$ cat config.mk
export PLATFORM = sky130hd
export DESIGN_NAME = pll_cfg_responder
export DESIGN_NICKNAME = d
export VERILOG_FILES = /design/src/rtl/pll_cfg_responder.sv
export SDC_FILE = /design/constraint.sdc
export NUM_CORES = 1
export LEC_CHECK = 0
export CORE_AREA = 3 3 150 152
export CTS_BUF_LIST = sky130_fd_sc_hd__clkbuf_8
export DETAILED_ROUTE_END_ITERATION = 7
export DIE_AREA = 0 0 153 155
export DONT_BUFFER_PORTS = 1
export SYNTH_ARGS = -nofsm -noshare
export SYNTH_HDL_FRONTEND = slang
export SYNTH_SLANG_ARGS = --single-unit
$ cat constraint.sdc
create_clock -name clk_sys -period 8.6 [get_ports clk_sys]
set_input_delay 1.72 -clock clk_sys [delete_from_list [all_inputs] [get_ports clk_sys]]
set_output_delay 1.72 -clock clk_sys [all_outputs]
set_load 0.02 [all_outputs]
$ cat src/rtl/pll_cfg_responder.sv
// Avalon-MM stand-in for the PLL reconfiguration port: shadow divider registers,
// a modelled busy window (optionally stalling via waitrequest), commit, then relock.
module pll_cfg_responder #(
  parameter int BUSY_CYCLES = 16,
  parameter int LOCK_CYCLES = 8
) (
  input  logic        clk_sys,
  input  logic        reset,
  input  logic [5:0]  mgmt_address,
  input  logic        mgmt_write,
  input  logic [31:0] mgmt_writedata,
  input  logic        mgmt_read,
  output logic [31:0] mgmt_readdata,
  output logic        mgmt_waitrequest,
  output logic [8:0]  n_div,
  output logic [8:0]  m_div,
  output logic [8:0]  c0_div,
  output logic [31:0] m_frac,
  output logic        cfg_applied,
  output logic        locked
);

  localparam int CNT_MAX = (BUSY_CYCLES > LOCK_CYCLES) ? BUSY_CYCLES : LOCK_CYCLES;
  localparam int CW      = $clog2(CNT_MAX + 1);

  localparam logic [5:0] A_MODE   = 6'd0;
  localparam logic [5:0] A_STATUS = 6'd1;
  localparam logic [5:0] A_START  = 6'd2;
  localparam logic [5:0] A_N      = 6'd3;
  localparam logic [5:0] A_M      = 6'd4;
  localparam logic [5:0] A_C0     = 6'd5;
  localparam logic [5:0] A_MFRAC  = 6'd7;

  typedef enum logic [1:0] {S_IDLE, S_BUSY, S_RELOCK} state_t;

  state_t        r_state;
  logic [CW-1:0] r_cnt;
  logic          r_mode;
  logic [31:0]   r_n_sh, r_m_sh, r_c0_sh, r_mfrac_sh;
  logic [8:0]    r_n_div, r_m_div, r_c0_div;
  logic [31:0]   r_m_frac;
  logic          r_wait, r_applied, r_locked;

  logic          w_wr_ok;
  logic          w_start;
  logic [31:0]   w_rdata;

  // Counter word [16:0] -> divide; a zero half-count means 256, sum wraps at 9 bits.
  function automatic logic [8:0] f_div(input logic [16:0] w);
    logic [8:0] hi, lo;
    hi = (w[15:8] == 8'd0) ? 9'd256 : {1'b0, w[15:8]};
    lo = (w[7:0]  == 8'd0) ? 9'd256 : {1'b0, w[7:0]};
    return w[16] ? 9'd1 : 9'(hi + lo);
  endfunction

  assign w_wr_ok = mgmt_write && !r_wait;
  assign w_start = w_wr_ok && (mgmt_address == A_START) && (r_state != S_BUSY);

  always_ff @(posedge clk_sys or posedge reset) begin
    if (reset) begin
      r_state    <= S_RELOCK;
      r_cnt      <= CW'(LOCK_CYCLES);
      r_mode     <= 1'b0;
      r_n_sh     <= '0;
      r_m_sh     <= '0;
      r_c0_sh    <= '0;
      r_mfrac_sh <= '0;
      r_n_div    <= 9'd1;
      r_m_div    <= 9'd1;
      r_c0_div   <= 9'd1;
      r_m_frac   <= '0;
      r_wait     <= 1'b0;
      r_applied  <= 1'b0;
      r_locked   <= 1'b0;
    end else begin
      r_applied <= 1'b0;

      // Shadow writes go through in any state once the transfer is not stalled.
      if (w_wr_ok) begin
        case (mgmt_address)
          A_MODE:  r_mode     <= mgmt_writedata[0];
          A_N:     r_n_sh     <= mgmt_writedata;
          A_M:     r_m_sh     <= mgmt_writedata;
          A_C0:    r_c0_sh    <= mgmt_writedata;
          A_MFRAC: r_mfrac_sh <= mgmt_writedata;
          default: ;
        endcase
      end

      case (r_state)
        S_IDLE: begin
          if (w_start) begin
            r_state  <= S_BUSY;
            r_cnt    <= CW'(BUSY_CYCLES);
            r_wait   <= !r_mode;
            r_locked <= 1'b0;
          end
        end
        S_BUSY: begin
          if (r_cnt == CW'(1)) begin
            r_state   <= S_RELOCK;
            r_cnt     <= CW'(LOCK_CYCLES);
            r_wait    <= 1'b0;
            r_applied <= 1'b1;
            r_locked  <= 1'b0;
            r_n_div   <= f_div(r_n_sh[16:0]);
            r_m_div   <= f_div(r_m_sh[16:0]);
            r_c0_div  <= f_div(r_c0_sh[16:0]);
            r_m_frac  <= r_mfrac_sh;
          end else begin
            r_cnt <= r_cnt - CW'(1);
          end
        end
        S_RELOCK: begin
          if (w_start) begin
            r_state <= S_BUSY;
            r_cnt   <= CW'(BUSY_CYCLES);
            r_wait  <= !r_mode;
          end else if (r_cnt == CW'(1)) begin
            r_state  <= S_IDLE;
            r_locked <= 1'b1;
          end else begin
            r_cnt <= r_cnt - CW'(1);
          end
        end
        default: begin
          r_state <= S_RELOCK;
          r_cnt   <= CW'(LOCK_CYCLES);
        end
      endcase
    end
  end

  // Read path sees register values before any same-cycle write lands.
  always_comb begin
    w_rdata = '0;
    if (mgmt_read) begin
      case (mgmt_address)
        A_MODE:   w_rdata = {31'd0, r_mode};
        A_STATUS: w_rdata = {31'd0, (r_state != S_BUSY)};
        A_N:      w_rdata = r_n_sh;
        A_M:      w_rdata = r_m_sh;
        A_C0:     w_rdata = r_c0_sh;
        A_MFRAC:  w_rdata = r_mfrac_sh;
        default:  w_rdata = '0;
      endcase
    end
  end

  assign mgmt_readdata    = w_rdata;
  assign mgmt_waitrequest = r_wait;
  assign n_div            = r_n_div;
  assign m_div            = r_m_div;
  assign c0_div           = r_c0_div;
  assign m_frac           = r_m_frac;
  assign cfg_applied      = r_applied;
  assign locked           = r_locked;

endmodule

==> out/metrics.yaml, run 1 <==
vias: 6162
synth_flop_cell: "dfrtp_1"
drtIter0Drc: 363
fp.dieW_um: 153
dp_hpwl_mm: 16.1
die_y_um: 155
ys_ff_latch: 198
clockBufferDepth: 2
final_cell_mix: "dfrtp_1 (193), mux2_1 (147), a22oi_1 (64), a21oi_1 (56), nand2_1 (34)"
worstSkewPairLatency_ps: 470
coreArea_um2: 21200
ir_drop_mv: 0.0885
tightest_slew_ps: 1030
io_pins: 136
cp_slowest_cell: "or4_4"
crit_buf_inv: 1
arrival_ps: 3480
finalWirelength_mm: 24.1
worst_slack_ps: 3400
avgSynthCellArea_um2: 12.1
finalSetupViolCount: 0
firstDrtPassIters: 5
drv_slew: 0
diodes: 0
hold_class: "reg2reg"
cts_tree: "built"
port-buffer-count: 0
period_needed_ps: 5200
tns_ps: 0
vias_per_cell: 6.07
syn_inst: 789
cts_buffers: 17
cts_setup_buffers: 0
crit_chain: "or4_4 -> nor2_2 -> buf_4 -> a22oi_1 -> a21oi_1"
final_common_cell: "dfrtp_1"
synthDistinctLibCells: 54
avgRoutedWirePerCell_um: 23.7
rsz0062_at_grt: "false"
power.density_nw_per_um2: 190
grt_max_degree: 129
cpPeakStageDelay_ps: 540
timing.hold.ws_ps: 498
syn_area_um2: 9580
initial_utilization_pct: 45.3
drc: 0
post_cts_resized: 0
htree_levels: 4
final_layout_size_suffix_gt1_share_pct: 9.86
end_kind: "output port"
ant_nets: 0
cts-root-buf: "clkbuf_8"
grt_antenna_before_repair: 0
synth_nets: 860
power_leakage_nw: 4.93
hold_buffers: 0
outcome: "finished, final reports clean"
grt.overflow.total: 0
slew_headroom_pct: 31.4
clock.fmax_mhz: 192
cp_max_fo: 32
synthArstFlopShare_pct: 100
nNetsFinal: 798
place.gp.congestion: 0.876
area_growth_pct: 4.00
cts.sinks: 198
grt_first_pass_wirelength_mm: 38.1
cts.clk_slew.worst_paths_ps: 100
crit_required_ps: 6880
start_kind: "primary input"
critical-path-top-delay-family: "compound AO/OA/AOI/OAI gates"
yosysSeqAreaShare_pct: 51.8
fin_skew_ps: 16.7
hold_viol_final: 0
rows: 53
post-place-ws_ps: 3430
cap_violations: 0
grt_pass1_vias: 6439
fin_crit_sh_pct: 60.5
synth_warnings: 0
final_core_util_pct: 47.1
die_area_um2: 23700
worstSetupPathType: "in2out"
synth_edf_count: 0
grt_usage_pct: 20.4
path summary, 6_finish.rpt:
check | slack (ps) | start | endpoint | cells after the start
max in group asynchronous | 5840 | reset | r_n_sh[14]$_DFFE_PP0P_ | 2
max reg2reg | 6060 | r_cnt[1]$_DFFE_PP0P_ | n_div[7]$_DFFE_PP0P_ | 7
min in group asynchronous | 1280 | reset | r_cnt[4]$_DFFE_PP0P_ | 1
min | 500 | r_n_sh[30]$_DFFE_PP0P_ | r_n_sh[30]$_DFFE_PP0P_ | 1
min reg2reg | 500 | r_n_sh[30]$_DFFE_PP0P_ | r_n_sh[30]$_DFFE_PP0P_ | 1
max | 3400 | mgmt_address[3] | mgmt_readdata[2] | 5
cell families after synthesis:
| kind of cell | Yosys count | synth area share (%) |
|---|---|---|
| xor+xnor | 26 | 2.38 |
| simple gates | 105 | 6.07 |
| compound gates | 176 | 12.2 |
| mux | 161 | 18.9 |
| fa+ha+maj | 30 | 4.13 |
| buf+inv | 93 | 4.52 |
| flops | 198 | 51.8 |
layout make-up:
type / count / area, µm²
Sequential cell: 198 / 4960
Multi-Input combinational cell: 498 / 4200
Timing Repair Buffer: 6 / 45.0
Clock buffer: 18 / 248
Fill cell: 1896 / 11200
Tap cell: 275 / 344
Clock inverter: 14 / 135
Inverter: 6 / 30.0
report_power, final:
part / switching, mW / internal, mW / leakage (nW)
combinational: 0.128 / 0.105 / 2.03
clock: 0.359 / 0.221 / 0.186
sequential: 0.0793 / 0.997 / 2.72
total: 0.566 / 1.32 / 4.93
Yosys cell counts, drive strengths merged (2+ instances only):
library cell / count / area, µm²
a21o: 6 / 45.0
a21oi: 56 / 280
a22o: 12 / 105
a22oi: 64 / 480
a31oi: 3 / 18.8
and3b: 3 / 26.3
buf: 24 / 174
clkbuf: 63 / 236
dfrtp: 193 / 4830
dfstp: 5 / 131
fa: 3 / 60.1
ha: 26 / 325
inv: 6 / 22.5
mux2: 161 / 1810
nand2: 39 / 154
nand2b: 8 / 57.6
nand3: 9 / 45.0
nand4: 3 / 18.8
nor2: 16 / 78.8
nor2b: 3 / 18.8
nor3: 4 / 36.3
nor3b: 3 / 33.8
nor4: 12 / 75.1
o21a: 3 / 22.5
o21ai: 10 / 50.1
o22ai: 2 / 12.5
o31ai: 13 / 97.6
xnor2: 13 / 114
xor2: 13 / 114
through the flow:
stage | std cells | cell area [µm²] | total power [mW]
3_3_place_gp | 983 | 9580 | 1.31
5_1_grt | 1015 | 9970 | 1.99
3_5_place_dp | 983 | 9580 | 1.33
6_report | 1015 | 9970 | 1.89
4_1_cts | 1015 | 9970 | 1.91
2_1_floorplan | 789 | 9580 | 1.27
flip-flops by register name, indices dropped and copies added, names as in the netlist:
name	count
mgmt_waitrequest	1
m_div	9
r_m_sh	32
r_cnt	5
r_mfrac_sh	32
r_n_sh	32
r_c0_sh	32
m_frac	32
cfg_applied	1
r_mode	1
c0_div	9
n_div	9
r_state	2
locked	1
per-layer routing:
metal,GRT usage [%],part of all wire (%),vias up
li1,-,-,2728
met1,26.7,43,3215
met2,33.0,48,197
met3,6.40,7.2,22
met4,6.02,1.5,0
met5,0,0,-
Note: power is estimated with default switching activity, not from simulation.
==> inputs of run 2 (changes only) <==
==> constraint.sdc (replaced) <==
create_clock -name clk_sys -period 5.45 [get_ports clk_sys]
set_input_delay 1.09 -clock clk_sys [delete_from_list [all_inputs] [get_ports clk_sys]]
set_output_delay 1.09 -clock clk_sys [all_outputs]
set_load 0.02 [all_outputs]
==> out/metrics.yaml, run 2 (synthesized netlist as in run 1, its figures left out) <==
outcome: "finished, final reports clean"
start_kind: "primary input"
cts-root-buf: "clkbuf_8"
vias: 6187
cp_max_fo: 18
cts.clk_slew.worst_paths_ps: 110
hold_viol_final: 0
wl_met2_mm: 11.3
r2r-start: "r_cnt[1]$_DFFE_PP0P_"
wl_met1_mm: 10.1
initial_utilization_pct: 45.3
p_total_mw: 3.05
r2r_end: "m_div[8]$_DFFE_PP0P_"
worstSkewPairLatency_ps: 490
coreArea_um2: 21200
grt_usage_pct: 20.3
drtIter0Drc: 414
slew_headroom_pct: 28.8
clockBufferDepth: 2
hold_class: "reg2reg"
hold_start: "r_n_sh[24]$_DFFE_PP0P_"
htree_levels: 4
post_cts_resized: 0
fin_skew_ps: 10.9
die_y_um: 155
ir_drop_mv: 0.161
final_common_cell: "dfrtp_1"
crit_path_start: "mgmt_address[3]"
power_leakage_nw: 4.95
arrival_ps: 3160
cts_setup_buffers: 0
finalWirelength_mm: 23.7
met3_length_mm: 1.57
grt_max_degree: 199
tns_ps: 0
top_layer: "met4"
drc: 0
power.density_nw_per_um2: 305
firstDrtPassIters: 5
area_growth_pct: 4.47
worstHoldPathCells: 1
dp_hpwl_mm: 16.6
crit_required_ps: 4360
grt_pass1_vias: 6501
rsz0062_at_grt: "false"
cts.sinks: 198
avgRoutedWirePerCell_um: 23.3
port-buffer-count: 0
worstSetupPathType: "in2out"
grt_antenna_before_repair: 0
diodes: 0
final_cell_mix: "dfrtp_1 (193), mux2_1 (147), a22oi_1 (64), a21oi_1 (56), nand2_1 (34)"
cap_violations: 0
fp.dieW_um: 153
period_needed_ps: 4250
place.gp.congestion: 0.820
ant_nets: 0
multiInputGateArea_um2: 4200
fin_crit_sh_pct: 78.1
tightest_slew_ps: 1070
rows: 53
hold_buffers: 0
cts_tree: "built"
fillers: 1887
final_core_util_pct: 47.3
io_pins: 136
vias_per_cell: 6.10
cts_buffers: 17
die_area_um2: 23700
worst_r2r_path_depth: 7
nNetsFinal: 798
clock.fmax_mhz: 235
grt_first_pass_wirelength_mm: 37.8
finalSetupViolCount: 0
whs_endpoint: "r_n_sh[24]$_DFFE_PP0P_"
regToRegSetupSlack_ps: 2880
grt.overflow.total: 0
drv_slew: 0
final_layout_size_suffix_gt1_share_pct: 9.86
end_kind: "output port"
regArea_um2: 4960
## run 2: changes by cell type in the layout (fill, tap and decap cells not counted), sizes merged
cell,delta
inv,-1
bufinv,+1
clkbuf,-1
clkinv,+1
## run 2: final cells by class
| class | count | share of cell area, % |
|---|---|---|
| clock buffer | 17 | 2.34 |
| clock inverter | 15 | 1.85 |
| inverter | 6 | 0.262 |
| multi-input combinational | 498 | 42.0 |
| sequential | 198 | 49.6 |
| tap | 275 | 3.44 |
| timing repair buffer | 6 | 0.575 |
## run 2: stage by stage
step	hold WS, ps	cell area [µm²]	setup slack, ps	cells
5_1_grt	517	10000	1040	1015
3_3_place_gp	468	9590	1230	983
3_5_place_dp	477	9590	1160	983
4_1_cts	504	10000	1160	1015
6_report	499	10000	1200	1015
2_1_floorplan	440	9590	1800	789
## run 2: critical path, cell delays in order
cell,delay (ps)
or4_4,550
nor2_2,620
buf_4,370
a22oi_1,110
a21oi_1,410
## run 2: worst max path at each step
stage,to,slack (ps),cells after the start
after global placement,mgmt_readdata[18],1230,5
after detailed placement,mgmt_readdata[18],1160,5
final,mgmt_readdata[27],1200,5
after global routing,mgmt_readdata[18],1040,6
after floorplan,c0_div[1]$_DFFE_PP0P_,1800,1
after CTS,mgmt_readdata[18],1160,5
## run 2: per-layer routing
layer | global-route usage, % | up-vias
li1 | - | 2727
met1 | 26.4 | 3223
met2 | 32.3 | 189
met3 | 5.56 | 48
met4 | 8.27 | 0
met5 | 0 | -
## run 2: power by group
group          total [mW]  internal (mW)  switching [mW]
clock network       0.981          0.392           0.589
logic               0.370          0.167           0.203
registers            1.70           1.57           0.126
==> inputs of run 3 (changes only) <==
==> constraint.sdc (replaced) <==
create_clock -name clk_sys -period 4.35 [get_ports clk_sys]
set_input_delay 0.87 -clock clk_sys [delete_from_list [all_inputs] [get_ports clk_sys]]
set_output_delay 0.87 -clock clk_sys [all_outputs]
set_load 0.02 [all_outputs]
==> out/metrics.yaml, run 3 (synthesized netlist as in run 1, its figures left out) <==
final-instance-count-excl-fill: 1039
grt_max_degree: 112
final_core_util_pct: 48.2
final_common_cell: "dfrtp_1"
clock.fmax_mhz: 307
grt_busiest_layer: "met2"
multiInputGateArea_um2: 4200
hold_buffers: 0
cts_setup_buffers: 0
worstSkewPairLatency_ps: 470
post-place-ws_ps: 1120
hold_class: "in2async"
firstDrtPassIters: 4
dp_hpwl_mm: 16.6
cp_max_fo: 17
coreArea_um2: 21200
period_needed_ps: 3260
cts.sinks: 198
fin_skew_ps: 19.9
grt_usage_pct: 20.0
drc: 0
worstSetupPathType: "in2out"
clockBufferDepth: 2
die_area_um2: 23700
tightest_slew_ps: 1010
grt_pass1_vias: 6432
finalSetupViolCount: 0
hold_viol_final: 0
cap_violations: 0
tns_ps: 0
area_growth_pct: 6.41
drv_slew: 0
end_kind: "output port"
fillers: 1866
place_inst: 1006
initial_utilization_pct: 45.3
fin_crit_sh_pct: 75.0
vias_per_cell: 5.97
place.gp.congestion: 0.807
grt_first_pass_wirelength_mm: 37.5
final_layout_size_suffix_gt1_share_pct: 12.6
slew_headroom_pct: 32.8
fp.dieW_um: 153
start_kind: "primary input"
ant_nets: 0
finalWirelength_mm: 23.5
post_cts_resized: 0
htree_levels: 4
power_leakage_nw: 5.08
ir_drop_mv: 0.231
met3_usage_pct: 5.98
worst_slack_ps: 1090
crit_required_ps: 3480
cts-root-buf: "clkbuf_8"
grt_antenna_before_repair: 0
grt.overflow.total: 0
use_met1_pct: 26.0
avgRoutedWirePerCell_um: 22.6
port-buffer-count: 0
vias: 6199
gr-usage-met2_pct: 33.3
final_cell_mix: "dfrtp_1 (193), mux2_1 (147), a22oi_1 (64), a21oi_1 (56), nand2_1 (34)"
io_pins: 136
regArea_um2: 4960
cts.clk_slew.worst_paths_ps: 120
cts_buffers: 17
arrival_ps: 2390
drtIter0Drc: 319
cts_tree: "built"
outcome: "finished, final reports clean"
nNetsFinal: 821
rows: 53
die_y_um: 155
power.density_nw_per_um2: 373
rsz0062_at_grt: "false"
[run 3: cell types whose count changed in the layout (fill, tap and decap cells not counted)]
cell | before | now
diode_2 | 0 | 1
clkinvlp_4 | 3 | 1
inv_6 | 2 | 5
inv_8 | 5 | 2
buf_4 | 5 | 28
bufinv_16 | 1 | 0
inv_12 | 0 | 1
clkinv_4 | 2 | 0
clkinv_8 | 3 | 7
[run 3: final cells by class]
class                   count  area share [%]
clock buffers              17            2.29
diodes                      1          0.0245
inverters                   6           0.258
flip-flops and latches    198            48.7
clock inverters            15            1.93
multi-input cells         498            41.2
repair buffers             29            2.26
well taps                 275            3.37
[run 3: per-layer routing]
layer / part of all wire, % / routed length [µm] / vias to the layer above
met5: 0 / 0 / -
li1: - / - / 2783
met1: 43 / 10100 / 3224
met2: 49 / 11500 / 172
met4: 1.3 / 297 / 0
met3: 6.8 / 1600 / 20
[run 3: stage by stage]
| step | hold slack (ps) | total power [mW] | area [µm²] |
|---|---|---|---|
| 2_1_floorplan | 440 | 2.51 | 9590 |
| 3_3_place_gp | 468 | 2.60 | 9760 |
| 3_5_place_dp | 470 | 2.63 | 9760 |
| 4_1_cts | 352 | 3.85 | 10200 |
| 5_1_grt | 380 | 4.00 | 10200 |
| 6_report | 359 | 3.80 | 10200 |
[run 3: worst paths after layout]
kind	from	to	slack [ps]	cells after the start
setup / recovery	mgmt_address[3]	mgmt_readdata[1]	1090	6
hold / removal	reset	n_div[5]$_DFFE_PP0P_	360	1
setup reg to reg	r_cnt[1]$_DFFE_PP0P_	m_div[7]$_DFFE_PP0P_	1750	7
hold reg to reg	r_mode$_DFFE_PP0P_	mgmt_waitrequest$_DFFE_PP0P_	480	1
max in group asynchronous	reset	r_n_sh[12]$_DFFE_PP0P_	2830	2
min in group clk_sys	r_mode$_DFFE_PP0P_	mgmt_waitrequest$_DFFE_PP0P_	480	1
[run 3: critical path, stage by stage]
cell and delay (ps):
or4_4 550, nor2_2 140, buf_4 260, a22oi_1 110
a21oi_1 250, buf_4 200
[run 3: where the power goes]
group	internal [mW]	leakage, nW	switching, mW
Combinational	0.210	2.15	0.250
Clock	0.452	0.213	0.759
Sequential	1.97	2.72	0.159
Total	2.63	5.08	1.17
